File: src/rtl/ps2_host_tx_pkg.sv
// ps2_host_tx_pkg: PS/2 host transmit state encoding, command constants and parity helper
package ps2_host_tx_pkg;
    typedef enum logic [2:0] {IDLE, INHIBIT, REQ, WAIT_CLK, SEND, ACK, WAIT_IDLE} tx_state_t;
    localparam logic [7:0] CMD_RESET    = 8'hFF;
    localparam logic [7:0] CMD_SET_LEDS = 8'hED;
    localparam logic [7:0] CMD_ENABLE   = 8'hF4;
    localparam logic [7:0] ACK_BYTE     = 8'hFA;
    function automatic logic odd_parity(input logic [7:0] d);
        return ~^d;
    endfunction
endpackage

File: src/rtl/ps2_host_tx_if.sv
// ps2_host_tx_if: command handshake and frame status between a command source and the PS/2 transmitter
interface ps2_host_tx_if;
    logic [7:0] cmd_data;
    logic       cmd_valid;
    logic       cmd_ready;
    logic       tx_busy;
    logic       tx_done;
    logic       tx_error;
    modport master(output cmd_data, cmd_valid, input cmd_ready, tx_busy, tx_done, tx_error);
    modport slave(input cmd_data, cmd_valid, output cmd_ready, tx_busy, tx_done, tx_error);
endinterface

File: src/rtl/ps2_host_tx_sync_edge.sv
// ps2_sync_edge: 2-flop synchroniser for the PS/2 pins plus clock falling-edge pulse
module ps2_sync_edge (
    input  logic clock,
    input  logic reset,
    input  logic ps2_clk_in,
    input  logic ps2_dat_in,
    output logic clk_sync,
    output logic dat_sync,
    output logic fall_edge
);
    logic [1:0] clk_ff;
    logic [1:0] dat_ff;
    logic       clk_prev;
    // idle bus is high, so reset to 1 to avoid a spurious edge after reset
    always_ff @(posedge clock or posedge reset) begin
        if (reset) begin
            clk_ff   <= 2'b11;
            dat_ff   <= 2'b11;
            clk_prev <= 1'b1;
        end else begin
            clk_ff   <= {clk_ff[0], ps2_clk_in};
            dat_ff   <= {dat_ff[0], ps2_dat_in};
            clk_prev <= clk_ff[1];
        end
    end
    assign clk_sync  = clk_ff[1];
    assign dat_sync  = dat_ff[1];
    assign fall_edge = clk_prev & ~clk_ff[1];
endmodule

File: src/rtl/ps2_host_tx.sv
// ps2_host_tx: host-to-device PS/2 command transmitter driving open-drain clock/data
module ps2_host_tx
    import ps2_host_tx_pkg::*;
#(
    parameter int INHIBIT_CYCLES = 5000,
    parameter int TIMEOUT_CYCLES = 750000
) (
    input  logic             clock,
    input  logic             reset,
    ps2_host_tx_if.slave     bus,
    input  logic             ps2_clk_in,
    input  logic             ps2_dat_in,
    output logic             ps2_clk_drive_low,
    output logic             ps2_dat_drive_low
);
    localparam int IW = $clog2(INHIBIT_CYCLES + 1);
    localparam int TW = $clog2(TIMEOUT_CYCLES + 1);
    tx_state_t state, state_next;
    logic [7:0]    shreg;
    logic          parity;
    logic          dat_bit;
    logic [3:0]    bit_cnt;
    logic [IW-1:0] inh_cnt;
    logic [TW-1:0] to_cnt;
    logic          clk_sync, dat_sync, fall_edge;
    logic          accept, counting, timeout;
    ps2_sync_edge u_sync (
        .clock     (clock),
        .reset     (reset),
        .ps2_clk_in(ps2_clk_in),
        .ps2_dat_in(ps2_dat_in),
        .clk_sync  (clk_sync),
        .dat_sync  (dat_sync),
        .fall_edge (fall_edge)
    );
    assign accept   = bus.cmd_valid && state == IDLE;
    assign counting = state inside {WAIT_CLK, SEND, ACK, WAIT_IDLE};
    assign timeout  = counting && to_cnt == TW'(TIMEOUT_CYCLES);
    always_comb begin
        state_next   = state;
        bus.tx_done  = 1'b0;
        bus.tx_error = timeout;
        if (timeout) state_next = IDLE;
        else begin
            case (state)
                IDLE:      state_next = accept ? INHIBIT : IDLE;
                INHIBIT:   state_next = inh_cnt == IW'(INHIBIT_CYCLES - 1) ? REQ : INHIBIT;
                REQ:       state_next = WAIT_CLK;
                WAIT_CLK:  state_next = SEND;
                SEND:      state_next = fall_edge && bit_cnt == 4'd9 ? ACK : SEND;
                ACK: begin
                    state_next   = fall_edge ? (dat_sync ? IDLE : WAIT_IDLE) : ACK;
                    bus.tx_error = fall_edge && dat_sync;
                end
                WAIT_IDLE: begin
                    state_next  = clk_sync && dat_sync ? IDLE : WAIT_IDLE;
                    bus.tx_done = clk_sync && dat_sync;
                end
                default:   state_next = IDLE;
            endcase
        end
    end
    always_ff @(posedge clock or posedge reset) begin
        if (reset) state <= IDLE;
        else state <= state_next;
    end
    // shift register holds remaining data bits; dat_bit is the level currently on the data line
    always_ff @(posedge clock or posedge reset) begin
        if (reset) begin
            shreg   <= '0;
            parity  <= 1'b0;
            dat_bit <= 1'b1;
            bit_cnt <= '0;
            inh_cnt <= '0;
            to_cnt  <= '0;
        end else begin
            inh_cnt <= state == INHIBIT ? inh_cnt + 1'b1 : '0;
            to_cnt  <= (!counting || fall_edge) ? '0 : timeout ? to_cnt : to_cnt + 1'b1;
            if (accept) begin
                shreg  <= bus.cmd_data;
                parity <= odd_parity(bus.cmd_data);
            end
            if (state == REQ) dat_bit <= 1'b0;
            if (state == WAIT_CLK) bit_cnt <= '0;
            if (state == SEND && fall_edge) begin
                bit_cnt <= bit_cnt + 1'b1;
                dat_bit <= bit_cnt < 4'd8 ? shreg[0] : bit_cnt == 4'd8 ? parity : 1'b1;
                shreg   <= shreg >> 1;
            end
        end
    end
    assign bus.cmd_ready     = state == IDLE;
    assign bus.tx_busy       = state != IDLE;
    assign ps2_clk_drive_low = state inside {INHIBIT, REQ};
    assign ps2_dat_drive_low = state == REQ || (state inside {WAIT_CLK, SEND} && !dat_bit && !timeout);
endmodule

File: src/flat_wrapper.sv
// flat-port wrapper written by rule: the top's interface ports become plain ports
module ps2_host_tx_flat import ps2_host_tx_pkg::*;
#(
    parameter int INHIBIT_CYCLES = 5000,
    parameter int TIMEOUT_CYCLES = 750000
)
  (clock, reset, ps2_clk_in, ps2_dat_in, ps2_clk_drive_low, ps2_dat_drive_low, bus_cmd_data, bus_cmd_valid, bus_cmd_ready, bus_tx_busy, bus_tx_done, bus_tx_error);
  ps2_host_tx_if bus_i ();
  input  logic clock;
  input  logic reset;
  input  logic ps2_clk_in;
  input  logic ps2_dat_in;
  output logic ps2_clk_drive_low;
  output logic ps2_dat_drive_low;
  input wire logic [$bits(bus_i.cmd_data)-1:0] bus_cmd_data;
  input wire logic [$bits(bus_i.cmd_valid)-1:0] bus_cmd_valid;
  output wire logic [$bits(bus_i.cmd_ready)-1:0] bus_cmd_ready;
  output wire logic [$bits(bus_i.tx_busy)-1:0] bus_tx_busy;
  output wire logic [$bits(bus_i.tx_done)-1:0] bus_tx_done;
  output wire logic [$bits(bus_i.tx_error)-1:0] bus_tx_error;
  assign bus_i.cmd_data = bus_cmd_data;
  assign bus_i.cmd_valid = bus_cmd_valid;
  assign bus_cmd_ready = bus_i.cmd_ready;
  assign bus_tx_busy = bus_i.tx_busy;
  assign bus_tx_done = bus_i.tx_done;
  assign bus_tx_error = bus_i.tx_error;
  ps2_host_tx #(.INHIBIT_CYCLES(INHIBIT_CYCLES), .TIMEOUT_CYCLES(TIMEOUT_CYCLES)) u_core (.clock(clock), .reset(reset), .bus(bus_i), .ps2_clk_in(ps2_clk_in), .ps2_dat_in(ps2_dat_in), .ps2_clk_drive_low(ps2_clk_drive_low), .ps2_dat_drive_low(ps2_dat_drive_low));
endmodule
File: config.mk
export PLATFORM = sky130hd
export DESIGN_NAME = ps2_host_tx_flat
export DESIGN_NICKNAME = d
export VERILOG_FILES = /design/src/rtl/ps2_host_tx_pkg.sv /design/src/rtl/ps2_host_tx_if.sv /design/src/rtl/ps2_host_tx_sync_edge.sv /design/src/rtl/ps2_host_tx.sv /design/src/flat_wrapper.sv
export SDC_FILE = /design/constraint.sdc
export NUM_CORES = 1
export LEC_CHECK = 0
export ABC_AREA = 1
export CAP_MARGIN = 30
export CORE_UTILIZATION = 30
export CTS_BUF_LIST = sky130_fd_sc_hd__clkbuf_8
export CTS_CLUSTER_SIZE = 12
export DETAILED_ROUTE_END_ITERATION = 6
export GPL_TIMING_DRIVEN = 0
export HOLD_SLACK_MARGIN = 0.05
export SYNTH_ARGS = -nofsm -noshare
export SYNTH_HDL_FRONTEND = slang
export SYNTH_SLANG_ARGS = --single-unit
File: constraint.sdc
create_clock -name clock -period 1.71 [get_ports clock]
set_input_delay 0.171 -clock clock [delete_from_list [all_inputs] [get_ports clock]]
set_output_delay 0.171 -clock clock [all_outputs]
set_load 0.05 [all_outputs]
==> impl_results.rst, run 1 <==
.. list-table::
   :header-rows: 1

   * - Metric
     - Value
   * - Status
     - finished with violations
   * - Failing checks
     - setup timing
   * - Number of synthesis warnings
     - 0
   * - Final routed wire length divided by cell count
     - 11.5 µm
   * - Commonest cells after routing, fill and taps aside
     - nand2_1, nor2_1, inv_1
   * - Overall Global Routing Usage
     - 13.3%
   * - Compound-Gate Fraction of Synth Area
     - 9.42%
   * - Avg Inst Size Synth
     - 7.38 µm²
   * - Initial core utilization
     - 30.8%
   * - Proportion of layout cells with a drive suffix above 1
     - 25.8%
   * - ANT cells
     - 0
   * - Type of the worst setup path
     - reg2out
   * - Remaining max-slew budget at the tightest pin
     - 66.2%
   * - Synth-to-layout area growth
     - 27.7%
   * - RSZ-0062 raised after global routing
     - true
   * - Global-route layer with the greatest usage
     - met2
   * - Area of the core
     - 10200 µm²
   * - Violation count after the first detailed-routing iteration
     - 152
   * - Clock slew at the register clock pins of the worst setup and hold paths
     - 110 ps
   * - Total standard cell area after synthesis
     - 3150 µm²
   * - Gate count of the mapped netlist
     - 427
   * - Post-layout min period
     - 1850 ps
   * - # clock sinks
     - 55
   * - Antenna violations before repair
     - 0
   * - Share of synthesized cell area in full adder, half adder and majority cells
     - 2.38%
   * - Placed wire-length estimate after detailed placement
     - 4820 µm
   * - PortBufs
     - 18
   * - Worst reg-to-reg path cell count
     - 14
   * - Reg area
     - 1390 µm²
   * - Top area cells in the synthesized netlist
     - dfrtp_1, nand2_1, nor2_1
   * - Final Wtd Congestion
     - 0.802
   * - Largest area contributor in the netlist
     - dfrtp_1
   * - Core utilization of the finished layout
     - 39.3%
   * - Share of Yosys cell area claimed by the top area cell type
     - 38.9%
   * - End of the worst register-to-register path
     - u_core.to_cnt[1]
   * - Pwr/cell area
     - 553 nW/µm²
   * - Simple-gate share of the synthesized area
     - 32.4%
   * - I/O pin count
     - 19
   * - Met3 routing resource usage after global routing
     - 2.51%
   * - Final worst path period share
     - 108%
   * - Sequential area share after synthesis
     - 43.9%
   * - Level count of the clock H-tree
     - 2
   * - Most frequent standard cell in the layout excluding fill and tap cells
     - nand2_1
   * - Die Footprint
     - 10900 µm²
   * - Maximum fanout count along the critical path
     - 4
   * - Largest vdd supply drop
     - 0.000282 V
   * - Post-layout net count
     - 498
   * - Inst Count DP
     - 582
   * - Net count after synthesis
     - 446
   * - Total CTS buffers
     - 5
   * - Worst Setup Slack, final
     - -138 ps
   * - CTS tree
     - built
   * - Routed via count divided by cell count
     - 4.63
   * - Vias post-DR
     - 2853
   * - Global-route wire length before repair
     - 11800 µm
   * - Crit Reg-Reg Startpoint
     - u_core.to_cnt[0]
   * - Flop-to-flop setup slack
     - 60 ps
   * - Final routed DRC violation total
     - 0
   * - Overall overflow remaining after global route
     - 0
   * - Detailed-routing iteration count for the pre-antenna-repair pass
     - 4
   * - Skew final
     - 8.47 ps
   * - Synthesized flop and latch total
     - 55
   * - Pre-CTS setup slack
     - -566 ps
   * - Number of standard cells in the final layout excluding fillers
     - 616
   * - Worst endpoint data arrival time
     - 1680 ps
   * - Latest clock arrival within the worst-skew pair
     - 320 ps
   * - Number of pins exceeding their max-slew limit in the final report
     - 0
   * - Vertical die dimension
     - 104 µm
   * - Max_cap viols
     - 0
   * - Multi-input gate area
     - 1680 µm²
   * - Leakage
     - 1.84 nW
   * - Met1 track demand over resource in global routing
     - 17.2%
   * - Fmax
     - 0.541 GHz
   * - Met2 track demand over resource
     - 22.6%
   * - Maximum number of pins on one net before global-route repair
     - 34
   * - Total wire length after detailed routing
     - 7060 µm
   * - Critical Path RT
     - 1540 ps
   * - Worst setup EP type
     - output port
   * - Fill cell total of the finished layout
     - 1024
   * - Number of global-route vias before repair
     - 2633
   * - Hold Worst Slack
     - 189 ps
   * - Setup violators final
     - 4
   * - Portion of netlist area occupied by mux cells
     - 0%
   * - Main combinational cell family by area after synthesis
     - simple AND/OR/NAND/NOR gates
   * - Setup TNS
     - -367 ps
   * - Site Rows
     - 37
   * - Origin of the worst setup path
     - u_core.state[0]
   * - Slew @ Worst Pin
     - 506 ps
   * - Startpoint class of the critical path
     - flip-flop
   * - Final Hold Viols
     - 0
   * - Post-synth cell types
     - 27
   * - Number of routed nets with antenna violations
     - 0
   * - Buffers from clock root to sink, at most
     - 2
   * - Root cell of the clock tree
     - clkbuf_8
   * - Synthesized-area fraction occupied by xor and xnor cells
     - 3.34%
   * - Die Wd
     - 104 µm
   * - Tightest Hold Check Type
     - in2async
## worst max-delay path by stage
stage,end,slack (ps),cells past startpoint
floorplan,bus_tx_done,10,6
global placement,u_core.shreg[7],-910,2
detailed placement,bus_tx_error,-570,9
CTS,bus_tx_done,-130,7
global route,ps2_dat_drive_low,-220,9
finish,ps2_dat_drive_low,-140,9
## metal layers
layer  vias to the layer above  routed length [µm]
met3                         9                 210
li1                       1463                   -
met5                         -                   0
met1                      1339                3330
met4                         0                  85
met2                        42                3430
## area by class of cell
class                   count  share of cell area (%)
multi-input cells         305                    41.7
flip-flops and latches     55                    34.6
repair buffers             45                    10.4
inverters                  63                    6.01
well taps                 136                    4.23
clock buffers               5                    1.71
plain buffers               4                   0.809
clock inverters             3                   0.591
## synth_stat cells
cell	number
dfstp_2	6
xnor2_1	6
inv_2	2
o21ai_0	16
o22ai_1	2
nand4_1	5
buf_4	1
nor2_1	65
a21oi_2	3
o31ai_1	1
nor2_4	3
nor2_2	6
dfrtp_1	49
o21ai_2	4
nand3_1	44
nand2_2	4
a21oi_1	23
nand2_1	93
nor3_1	12
ha_1	6
inv_4	1
inv_1	60
buf_6	1
o21ai_1	4
xor2_1	6
buf_2	2
nor3_2	2
## timing repair
item                       CTS  global route
setup endpoints to repair    6            22
pin swaps                    9            12
hold buffers                 0             0
gates resized for setup     63            43
buffers inserted            16            12
## logic make-up after synthesis
group                    after synthesis
AND/OR/NAND/NOR                      234
buffers and inverters                 67
XOR/XNOR                              12
AO/OA/AOI/OAI                         53
flip-flops                            55
adder cells (fa/ha/maj)                6
## worst max-delay path: stages, from the launching register on
cell     delay (ps)
dfrtp_2         470
buf_4           170
nand2_1          70
nand2_1          70
o21ai_2          80
nand2_2         110
nand3_4         100
nand2_2          50
nand2_2          80
buf_8           150
## flip-flops by register name (all words and copies together), names as in the netlist
signal / cells
u_core.bit_cnt: 4
u_core.state: 3
u_core.to_cnt: 20
u_core.u_sync.clk_ff: 2
u_core.inh_cnt: 13
u_core.dat_bit: 1
u_core.shreg: 8
u_core.u_sync.dat_ff: 2
u_core.parity: 1
u_core.u_sync.clk_prev: 1
## through the flow
stage                     power, mW  area [µm²]
after floorplan                1.42        3150
after global placement         1.47        3500
after detailed placement       1.48        3520
after CTS                      2.26        3820
after global routing           2.32        4020
final                          2.22        4020
## power breakdown
group          total (mW)  internal (mW)  switching, mW
combinational       0.120         0.0537         0.0661
clock               0.767          0.297          0.470
sequential           1.33           1.32         0.0112
No activity file was read; power rests on OpenSTA's default activity.
==> run 2, diff against run 1 <==
Settings changed: CORE_MARGIN set to 2, CTS_CLUSTER_SIZE 12 to not set, PLACE_DENSITY set to 0.51.
==> impl_results.rst, run 2 (synthesis results as in run 1) <==
.. list-table::
   :header-rows: 1

   * - Metric
     - Value
   * - Status
     - finished with violations
   * - Failing checks
     - setup timing
   * - Maximum fanout count along the critical path
     - 6 (+2)
   * - Proportion of layout cells with a drive suffix above 1
     - 25.5% (-0.36 points)
   * - Final routed DRC violation total
     - 0 (unchanged)
   * - Commonest cells after routing, fill and taps aside
     - nand2_1, nor2_1, inv_1
   * - Violation count after the first detailed-routing iteration
     - 192 (+26%)
   * - Total CTS buffers
     - 5 (unchanged)
   * - Worst setup EP type
     - output port
   * - Most frequent standard cell in the layout excluding fill and tap cells
     - nand2_1
   * - Flip-flop count of the largest register after layout
     - 20 (unchanged)
   * - Crit Reg-Reg Startpoint
     - u_core.state[0]
   * - Routed via count divided by cell count
     - 4.58 (-1.1%)
   * - Worst Setup Slack, final
     - -128 ps (+10.3 ps)
   * - Largest registers ranked by flip-flop count
     - u_core.to_cnt (20), u_core.inh_cnt (13), u_core.shreg (8)
   * - Vias post-DR
     - 2816 (-1.3%)
   * - Count of hold-fix buffers inserted at cts
     - 0 (unchanged)
   * - Latest clock arrival within the worst-skew pair
     - 320 ps (about the same)
   * - Initial core utilization
     - 30.6% (-0.14 points)
   * - Final Hold Viols
     - 0 (unchanged)
   * - Remaining max-slew budget at the tightest pin
     - 72.1% (+5.9 points)
   * - PortBufs
     - 18 (unchanged)
   * - Hold Worst Slack
     - 145 ps (-44.2 ps)
   * - Antenna violations before repair
     - 0 (unchanged)
   * - Post-layout min period
     - 1840 ps (-10.3 ps)
   * - Worst endpoint data arrival time
     - 1670 ps (about the same)
   * - ANT cells
     - 0 (unchanged)
   * - Flop-to-flop setup slack
     - 50 ps (about the same)
   * - Tightest Hold Check Type
     - in2async
   * - # clock sinks
     - 55 (unchanged)
   * - Synth-to-layout area growth
     - 29.4%
   * - Pwr/cell area
     - 611 nW/µm² (+11%)
   * - Largest vdd supply drop
     - 0.000341 V (+21%)
   * - Overall overflow remaining after global route
     - 0 (unchanged)
   * - Post-layout net count
     - 497 (-0.20%)
   * - CP top delay family
     - simple AND/OR/NAND/NOR gates
   * - Number of routed nets with antenna violations
     - 0 (unchanged)
   * - Maximum number of pins on one net before global-route repair
     - 42 (+24%)
   * - Detailed-routing iteration count for the pre-antenna-repair pass
     - 4 (unchanged)
   * - Buffers from clock root to sink, at most
     - 2 (unchanged)
   * - Setup violators final
     - 4 (unchanged)
   * - CTS tree
     - built
   * - Type of the worst setup path
     - reg2out
   * - Worst reg-to-reg path cell count
     - 9 (-5)
   * - Final Wtd Congestion
     - 0.813 (+1.4%)
   * - Area of the core
     - 10300 µm² (+0.45%)
   * - Vertical die dimension
     - 106 µm (+1.9%)
   * - Site Rows
     - 37 (unchanged)
   * - Leakage
     - 1.88 nW (+2.1%)
   * - Overall Global Routing Usage
     - 14.0% (+0.71 points)
   * - Critical-path top delay cell
     - dfrtp_2
   * - Fmax
     - 0.544 GHz (+0.56%)
   * - Level count of the clock H-tree
     - 2 (unchanged)
   * - I/O pin count
     - 19 (unchanged)
   * - Most common cell on crit path
     - nor2_4
   * - List of cells traversed by the critical path
     - inv_2 > nand3_2 > nand2_4 > nor2_4 > nor2_4 > nor3_4 > buf_6
   * - Die Footprint
     - 11300 µm² (+3.9%)
   * - Max_cap viols
     - 0 (unchanged)
   * - Final routed wire length divided by cell count
     - 12.0 µm (+5.1%)
   * - Clock slew at the register clock pins of the worst setup and hold paths
     - 110 ps (about the same)
   * - Die Wd
     - 106 µm (+1.9%)
   * - Number of buffer and inverter stages on the critical path
     - 2 (unchanged)
   * - Placed wire-length estimate after detailed placement
     - 4960 µm (+2.9%)
   * - Global-route wire length before repair
     - 13000 µm (+9.8%)
   * - RSZ-0062 raised after global routing
     - true
   * - Critical Path RT
     - 1540 ps (about the same)
   * - End of the worst register-to-register path
     - u_core.to_cnt[0]
   * - Number of global-route vias before repair
     - 2854 (+8.4%)
   * - Slew @ Worst Pin
     - 415 ps (-91.3 ps)
   * - Biggest cell delay along the critical path
     - 520 ps (+50 ps)
   * - Top reg by flops
     - u_core.to_cnt
   * - Startpoint class of the critical path
     - flip-flop
   * - Final worst path period share
     - 107% (-0.60 points)
   * - Number of pins exceeding their max-slew limit in the final report
     - 0 (unchanged)
   * - Root cell of the clock tree
     - clkbuf_8
   * - Skew final
     - 12.0 ps (+3.53 ps)
   * - Total wire length after detailed routing
     - 7410 µm (+5.0%)
   * - Core utilization of the finished layout
     - 39.7% (+0.37 points)
-- run 2: cell types whose count changed in the layout (fill, tap and decap cells not counted), moves of 2 or more --
cell,delta
inv_1,+2
nand3_2,+3
dfrtp_1,+3
nor3_1,+2
nand2_4,+2
dfrtp_2,-3
bufinv_16,+2
nor3_2,-3
nand2_1,-3
nand3_1,-2
-- run 2: how the worst max path moves through the flow --
stage / start / slack [ps] / to / depth (start not counted)
after global routing: u_core.to_cnt[0] / -240 / ps2_dat_drive_low / 10
after floorplan: u_core.state[1] / 10 / bus_tx_done / 6
after detailed placement: u_core.to_cnt[0] / -560 / bus_tx_error / 9
after CTS: u_core.state[2] / -100 / bus_tx_done / 7
final: u_core.state[2] / -130 / bus_tx_done / 7
after global placement: reset / -1010 / u_core.shreg[7] / 2
-- run 2: repair_timing --
item,4_1_cts,5_1_grt
pin swaps,12,18
hold endpoints to repair,0,0
resized for setup,80,27
endpoints found under the setup margin,6,19
cloned,0,1
buffers inserted,21,7
-- run 2: power breakdown --
| group | switching (mW) | total (mW) | internal (mW) |
|---|---|---|---|
| registers | 0.0114 | 1.34 | 1.32 |
| clock network | 0.455 | 1.04 | 0.580 |
| logic | 0.0670 | 0.121 | 0.0538 |
-- run 2: stage by stage --
stage | std cells | worst slack, ps | instance area, µm² | power (mW) | setup TNS (ps)
finish | 615 | -128 | 4080 | 2.49 | -434
global placement | 581 | -1010 | 3500 | 1.47 | -54230
CTS | 611 | -104 | 3960 | 2.52 | -346
global route | 615 | -240 | 4080 | 2.59 | -1090
detailed placement | 582 | -555 | 3520 | 1.48 | -2090
floorplan | 427 | 11.0 | 3150 | 1.42 | 0
-- run 2: layout make-up --
cell class / instances / area (µm²)
sequential: 55 / 1390
timing repair buffer: 44 / 414
inverter: 63 / 241
multi-input combinational: 305 / 1690
clock inverter: 3 / 63.8
fill: 1088 / 6200
tap: 136 / 170
clock buffer: 5 / 68.8
buffer: 4 / 36.3
-- run 2: worst register-to-register path, delay by kind of cell (launching register included) --
kind | cells | cell delay (ps)
flip-flops | 1 | 510
buffers and inverters | 2 | 320
AND/OR/NAND/NOR | 7 | 770
-- run 2: per-layer routing --
metal / vias up / wire length [µm] / track usage (%)
li1: 1460 / - / -
met2: 35 / 3480 / 23.0
met4: 0 / 79 / 3.62
met5: - / 0 / 0
met1: 1316 / 3610 / 18.8
met3: 5 / 240 / 2.70
